### src/rtl/flags_unit.sv
// rtl/flags_unit.sv - ARM NZCV flag producer with architectural flag register and one-deep shadow
module flags_unit #(
    parameter int WIDTH = 32
) (
    input  logic             clk,
    input  logic             reset,
    input  logic [WIDTH-1:0] alu_a,
    input  logic [WIDTH-1:0] alu_b,
    input  logic [1:0]       alu_ctrl,
    input  logic [WIDTH-1:0] alu_result,
    input  logic [1:0]       flag_w,
    input  logic             cond_ex,
    input  logic             save,
    input  logic             restore,
    output logic [3:0]       flags,
    output logic [3:0]       saved_flags,
    output logic             shadow_valid,
    output logic             err
);

    localparam logic [1:0] OP_SUB = 2'b01;

    logic             is_sub;
    logic [WIDTH-1:0] b_eff;
    logic [WIDTH:0]   sum;
    logic             flag_n;
    logic             flag_z;
    logic             flag_c;
    logic             flag_v;
    logic             we_nz;
    logic             we_cv;
    logic [3:0]       next_flags;

    // Subtraction is a + ~b + 1, so carry-out of 1 means no borrow.
    assign is_sub = (alu_ctrl == OP_SUB);
    assign b_eff  = is_sub ? ~alu_b : alu_b;
    assign sum    = {1'b0, alu_a} + {1'b0, b_eff} + {{WIDTH{1'b0}}, is_sub};

    assign flag_c = sum[WIDTH];
    assign flag_v = (alu_a[WIDTH-1] == b_eff[WIDTH-1]) & (sum[WIDTH-1] != alu_a[WIDTH-1]);
    assign flag_n = alu_result[WIDTH-1];
    assign flag_z = (alu_result == '0);

    // Logical ops (alu_ctrl[1] set) never touch C or V.
    assign we_nz = flag_w[1] & cond_ex;
    assign we_cv = flag_w[0] & cond_ex & ~alu_ctrl[1];

    always_comb begin
        next_flags = flags;
        if (we_nz) begin
            next_flags[3:2] = {flag_n, flag_z};
        end
        if (we_cv) begin
            next_flags[1:0] = {flag_c, flag_v};
        end
    end

    always_ff @(posedge clk) begin
        if (reset) begin
            flags        <= 4'b0000;
            saved_flags  <= 4'b0000;
            shadow_valid <= 1'b0;
            err          <= 1'b0;
        end else begin
            err <= 1'b0;
            if (save && restore) begin
                err <= 1'b1;
            end else if (restore) begin
                // A restore discards any flag write issued in the same cycle.
                if (shadow_valid) begin
                    flags        <= saved_flags;
                    shadow_valid <= 1'b0;
                end else begin
                    err <= 1'b1;
                end
            end else begin
                if (save) begin
                    if (!shadow_valid) begin
                        saved_flags  <= flags;
                        shadow_valid <= 1'b1;
                    end else begin
                        err <= 1'b1;
                    end
                end
                flags <= next_flags;
            end
        end
    end

endmodule

### config.mk
export PLATFORM = sky130hd
export DESIGN_NAME = flags_unit
export DESIGN_NICKNAME = d
export VERILOG_FILES = /design/src/rtl/flags_unit.sv
export SDC_FILE = /design/constraint.sdc
export NUM_CORES = 1
export LEC_CHECK = 0
export ABC_AREA = 0
export BUFFER_PORTS_ARGS = -buffer_cell sky130_fd_sc_hd__buf_2
export CORE_MARGIN = 5
export CORE_UTILIZATION = 46
export CTS_CLUSTER_DIAMETER = 100
export DETAILED_ROUTE_END_ITERATION = 16
export GPL_TIMING_DRIVEN = 0
export HOLD_SLACK_MARGIN = 0.08
export PLACE_DENSITY = 0.86
export SYNTH_ARGS = -nofsm -noshare
export SYNTH_HDL_FRONTEND = slang
export SYNTH_SLANG_ARGS = --single-unit
### constraint.sdc
create_clock -name clk -period 3.45 [get_ports clk]
set_input_delay 0.1725 -clock clk [delete_from_list [all_inputs] [get_ports clk]]
set_output_delay 0.1725 -clock clk [all_outputs]
set_load 0.01 [all_outputs]
==> metrics.csv, run 1 <==
metric,value,unit
outcome,"complete, no violations",
Initial Utilization,46.9,%
DP Wirelength,4380,um
hold_ws,228,ps
Synth Area per Inst,8.01,um^2
syn_nets,348,
crit path max fanout,10,
CTS buffer count,3,
Max Root-Sink Buffers,2,
Crit Path Category,in -> reg,
DRT Pass-1 Iters,4,
Crit path largest cell delay,370,ps
global-route usage over all layers,18.7,%
vias in the first global route,2014,
worst slew pin tran,498,ps
post-CTS setup buffer count,0,
Bufs and invs on worst path,3,
GRT overflow,0,
n_diodes,0,
Worst Skew,4.21,ps
synthesized area,1690,um^2
PwrDens,242,nW/um^2
Worst Slack Setup Final,957,ps
Leak,0.00121,uW
fin. max-slew vios,0,
Horiz. Die Dim,70.6,um
final setup vio count,0,
pin count of the biggest net entering global routing,11,
layout overhead on the synthesized area,40.6,%
Fmax,401,MHz
# clock sinks,10,
Clock power frac,25.6,%
Routed Antenna Nets,0,
WL/cell,13.1,um
RSZ-0062 raised after global routing,no,
Final TNS setup,0,ps
Via Count,2032,
post-cts sizing count,0,
sequential share of power,22.0,%
Crit path max-delay family,simple AND/OR/NAND/NOR gates,
P_int,377,uW
area of the multi-input gates,1410,um^2
DRC errors left,0,
WP data arrival,2650,ps
Setup crit end kind,flop,
count of buffers from port buffering,114,
crit share post-route,72.2,%
Synth cell types,35,
Logic pwr share,52.4,%
Die ar.,4990,um^2
Worst-path clk slew,50,ps
share of layout cells above drive strength 1,37.1,%
fillers,318,
worst skew pair latency,240,ps
routability cong.,0.878,
switch share,34.5,%
Clock Tree Root,clkbuf_8,
CP Cell Sequence,buf_2 -> nand2b_1 -> clkbuf_1 -> buf_2 -> xnor2_1 -> ha_1 -> and4_1 -> and3_1 -> and4_1 -> o21ai_1 -> a311o_1 -> a211oi_1,
nets,467,
min Tclk post-route,2490,ps
final hold viol count,0,
Sequential Area,200,um^2
Sw Pwr,199,uW
DR iter-0 viols,72,
drt total wl,4920,um
io pins,115,
Max Cap Viol,0,
total number of H-tree levels,1,
Syn Inst Count,211,
worst hold path type,in -> reg,
Yosys warnings,0,
FP Rows,22,
total core area,3610,um^2
WP data required,3610,ps
Place WS,709,ps
VDD IR max,0.000139,V
CTS hold repair buffers,0,
post-synthesis sequential area ratio,11.8,%
initial antenna violation count,0,
Die Y,70.6,um
Rel. slew slack,65.9,%
startpoint types,input port,
CTS tree,yes,
vias per cell,5.39,
first-pass GRT wire length,7940,um
synthesis-stage register bit count,10,
"slowest stage cell, crit path",a311o_1,
FF-to-FF setup slack,2080,ps
[registers in the layout (all words and copies together), names as in the netlist]
name,cells
saved_flags,4
err,1
flags,4
shadow_valid,1
[tightest hold or removal path, stage by stage]
cell and delay [ps]:
buf_2 120, nand2_1 70, a21oi_1 60
[power by group through the flow]
stage	Clock [uW]	Combinational [uW]	Sequential, uW
5_1_grt	158	342	127
3_3_place_gp	0	291	128
3_5_place_dp	0	301	129
6_report	148	302	126
4_1_cts	151	303	126
2_1_floorplan	0	188	131
[worst paths after layout]
kind | depth (start not counted) | endpoint | from
setup / recovery | 12 | flags[1]$_SDFFE_PP0P_ | alu_ctrl[1]
hold / removal | 3 | err$_SDFF_PP0_ | save
setup reg to reg | 6 | flags[0]$_SDFFE_PP0P_ | shadow_valid$_SDFFE_PP0P_
hold reg to reg | 2 | saved_flags[2]$_SDFFE_PP0P_ | saved_flags[2]$_SDFFE_PP0P_
[per-layer routing]
metal / GRT usage [%] / up-vias / wire length (um)
met2: 36.8 / 105 / 2400
met4: 4.38 / 0 / 53
li1: - / 1035 / -
met1: 18.1 / 884 / 1840
met3: 7.24 / 8 / 630
met5: 0 / - / 0
[placed cells by master (no fill, tap or decap), types with 4 or more instances in the layout]
cell type / count
and4_1: 4
buf_2: 117
nor4_1: 7
a211oi_1: 6
a21oi_1: 17
nand4_1: 6
and3_1: 4
clkbuf_8: 4
dfxtp_1: 10
o21ai_1: 5
a21o_1: 8
xnor2_1: 31
inv_1: 12
nand3_1: 7
mux2i_1: 5
nand2_1: 9
ha_1: 32
clkbuf_1: 5
nor2_1: 11
[cell families (layout without fill, tap and decap cells)]
group | count (synthesis) | count (layout) | synth area share, %
simple gates | 57 | 57 | 18.1
compound gates | 56 | 56 | 22.7
fa+ha+maj | 32 | 32 | 23.7
flops | 10 | 10 | 11.8
mux | 5 | 5 | 2.96
buf+inv | 20 | 138 | 4.66
xor+xnor | 31 | 31 | 16.1
[Yosys cell counts]
master / count / share of area [%]
a2111o_1: 2 / 1.3
a2111oi_0: 2 / 1.0
a211oi_1: 6 / 2.7
a21o_1: 8 / 3.6
a21oi_1: 17 / 5.0
a221o_1: 2 / 1.2
a221oi_1: 2 / 1.0
a311o_1: 1 / 0.59
a31oi_1: 2 / 0.74
and3_1: 4 / 1.5
and3b_1: 1 / 0.52
and4_1: 4 / 2.1
buf_2: 3 / 0.89
clkbuf_1: 5 / 1.1
dfxtp_1: 10 / 12
ha_1: 32 / 24
inv_1: 12 / 2.7
mux2i_1: 5 / 3.0
nand2_1: 9 / 2.0
nand2b_1: 2 / 0.74
nand3_1: 7 / 2.1
nand4_1: 6 / 2.2
nor2_1: 11 / 2.4
nor2b_1: 3 / 1.1
nor3_1: 3 / 0.89
nor4_1: 7 / 2.6
o211ai_1: 1 / 0.44
o21ai_0: 2 / 0.59
o21ai_1: 5 / 1.5
o21bai_1: 1 / 0.44
o221a_2: 1 / 0.67
o22ai_1: 2 / 0.74
o32a_1: 1 / 0.59
o32ai_1: 1 / 0.52
xnor2_1: 31 / 16
[cell type report]
type	instances	share of cell area, %
multi-input cells	181	59.4
repair buffers	114	24.0
flip-flops and latches	10	8.43
well taps	48	2.53
clock buffers	4	2.32
inverters	12	1.90
plain buffers	8	1.42
[metrics by stage]
step / std cells / total power, uW / utilization, % / area, um^2
2_1_floorplan: 211 / 319 / - / 1690
3_3_place_gp: 373 / 419 / 64.4 / 2320
3_5_place_dp: 373 / 429 / 64.4 / 2320
4_1_cts: 377 / 580 / 65.9 / 2380
5_1_grt: 377 / 626 / 65.9 / 2380
6_report: 377 / 576 / 65.9 / 2380
Note: power is estimated with default switching activity, not from simulation.
==> run 2: changes to the inputs <==
ABC_AREA = 1   (was 0)
CORE_UTILIZATION = 39   (was 46)
PLACE_DENSITY = 0.76   (was 0.86)
clock period = 2.25 ns   (was 3.45 ns; I/O delays follow)
==> run 2 against run 1 <==
  * Hold slack worse by 120 ps
  * Non-clock buffer count fell by 5
  * Critical path depth is 4 higher
  * First-iteration DRC count is 24% lower
  * Setup slack lost 690 ps
  * Sequential power increased by 59%
  * Combinational power increased by 72%
  * Clock skew fell by 3.9 ps
  * Final area grew 3.8%
  * Synthesized cell count increased by 27%
  * Utilization decreased by 9.6 points
  * Critical path type unchanged
  * Critical endpoint is now flags[0]$_SDFFE_PP0P_
  * Largest cell class unchanged
  * Highest routed layer unchanged
==> metrics.csv, run 2 <==
metric,value,unit
startpoint types,input port,
post-CTS setup buffer count,0,
initial antenna violation count,0,
final setup vio count,0,
syn_nets,405,
ys async rst share,0,%
Yosys warnings,0,
Setup crit end kind,flop,
Worst-path clk slew,50,ps
top_reg_cell synth,dfxtp_1,
Rel. slew slack,78.1,%
io pins,115,
Initial Utilization,40.5,%
synthesis-stage register bit count,10,
count of buffers from port buffering,114,
worst slew pin tran,326,ps
fin. max-slew vios,0,
vias in the first global route,2172,
Syn Inst Count,268,
post-synth top area share,22.6,%
first-pass GRT wire length,8690,um
"top cells by count, synth","nand2_1 (60), ha_1 (32), xnor2_1 (31), a21oi_1 (29), inv_1 (25)",
Worst Skew,0.342,ps
Max Cap Viol,0,
crit share post-route,88.1,%
layout overhead on the synthesized area,39.1,%
GRT overflow,0,
Leak,0.00136,uW
FP Rows,24,
pin count of the biggest net entering global routing,11,
Final TNS setup,0,ps
total core area,4380,um^2
DP Wirelength,4580,um
Via Count,2159,
final hold viol count,0,
"most common cell after layout, fill and taps aside",buf_2,
beginning of the critical path,alu_ctrl[1],
Place WS,20.2,ps
Final Power,948,uW
DRC errors left,0,
outcome,"complete, no violations",
CTS tree,yes,
Routed Antenna Nets,0,
WP data arrival,2110,ps
hold path startpoint,reset,
drt total wl,5060,um
crit path max fanout,10,
synthesized area,1770,um^2
worst skew pair latency,240,ps
Synth Area per Inst,6.62,um^2
Synth area leader,ha_1,
VDD IR max,0.000232,V
fillers,448,
CTS buffer count,3,
number of flops mapped to enable cells by yosys,0,
min Tclk post-route,1980,ps
worst hold path type,in -> reg,
n_diodes,0,
nets,524,
post-synthesis sequential area ratio,11.3,%
Worst Slack Setup Final,268,ps
Die ar.,6000,um^2
Fmax,504,MHz
routability cong.,0.818,
R2R Path Start,shadow_valid$_SDFFE_PP0P_,
"count leader, synth",nand2_1,
# clock sinks,10,
total number of H-tree levels,1,
Synth cell types,26,
DRT Pass-1 Iters,4,
Clock Tree Root,clkbuf_8,
"commonest non-fill, non-tap cells in the layout","buf_2 (116), nand2_1 (60), ha_1 (32), xnor2_1 (31), a21oi_1 (29)",
WL/cell,11.6,um
Crit Path Category,in -> reg,
Max Root-Sink Buffers,2,
vias per cell,4.93,
PwrDens,384,nW/um^2
Area contributors post-synth,"ha_1 (23%), xnor2_1 (15%), nand2_1 (13%)",
Horiz. Die Dim,77.5,um
global-route usage over all layers,16.5,%
top flop regs,"flags x4, saved_flags x4",
RSZ-0062 raised after global routing,no,
share of layout cells above drive strength 1,32.6,%
Die Y,77.5,um
WP data required,2380,ps
DR iter-0 viols,55,
run 2: cell types whose count changed after synthesis, sizes merged, moves of 4 or more:
cell / before / now
a21oi: 17 / 29
mux2i: 5 / 1
inv: 12 / 29
a211oi: 6 / 1
a21o: 8 / 2
nand2: 9 / 61
and4: 4 / 0
o21ai: 7 / 17
clkbuf: 5 / 0
run 2: what timing repair did:
item                       CTS  global route
hold buffers                 0             0
setup endpoints to repair    0             1
gates resized for setup      0             1
run 2: kinds of logic (layout without fill, tap and decap cells):
logic type	after synthesis	after routing	share of synthesized area [%]
and+or+nand+nor	101	101	24.4
DFF	10	10	11.3
AOI/OAI and AO/OA	60	60	18.7
xor gates and xnor gates	31	31	15.3
buffers and inverters	33	151	7.19
muxes	1	1	0.564
adders and majority gates	32	32	22.6
run 2: power by group:
group | switching, uW | internal (uW)
clock network | 74.8 | 154
registers | 8.93 | 191
logic | 270 | 249
total | 353 | 594
run 2: through the flow:
| stage | util [%] | cell area (um^2) | hold WS, ps | instances |
|---|---|---|---|---|
| 2_1_floorplan | - | 1770 | 182 | 268 |
| 3_3_place_gp | 55.0 | 2410 | 345 | 434 |
| 3_5_place_dp | 55.0 | 2410 | 350 | 434 |
| 4_1_cts | 56.2 | 2460 | 96.5 | 438 |
| 5_1_grt | 56.3 | 2470 | 110 | 438 |
| 6_report | 56.3 | 2470 | 109 | 438 |
run 2: cell type report:
| cell class | instances | area, um^2 | area share [%] |
|---|---|---|---|
| clock buffer | 4 | 55.1 | 2.23 |
| tap | 52 | 65.1 | 2.64 |
| timing repair buffer | 114 | 571 | 23.1 |
| buffer | 3 | 17.5 | 0.710 |
| inverter | 30 | 113 | 4.56 |
| sequential | 10 | 200 | 8.11 |
| multi-input combinational | 225 | 1450 | 58.6 |
run 2: critical path: stages:
cell	delay (ps)
buf_2	100
inv_2	70
nand2_2	80
buf_2	230
xnor2_1	160
ha_1	320
a21o_1	190
a21oi_1	230
o21a_1	170
a21oi_1	60
nor2_1	130
nand2_1	70
nand2_1	50
nand2_1	40
nand2_1	50
a21oi_1	50
run 2: routing by layer:
| layer | up-vias | share of wire (%) | track usage [%] |
|---|---|---|---|
| met1 | 923 | 41 | 20.1 |
| met4 | 0 | 0.14 | 2.06 |
| met3 | 2 | 8.9 | 3.59 |
| met5 | - | 0 | 0 |
| met2 | 80 | 50 | 30.4 |
| li1 | 1154 | - | - |
run 2: path summary, 6_finish.rpt:
path                            slack [ps]  depth (start not counted)                     to
worst max register to register        1120                          6  flags[1]$_SDFFE_PP0P_
worst min-delay path                   110                          2  flags[1]$_SDFFE_PP0P_
worst max-delay path                   270                         16  flags[0]$_SDFFE_PP0P_
worst min register to register         500                          2  flags[1]$_SDFFE_PP0P_
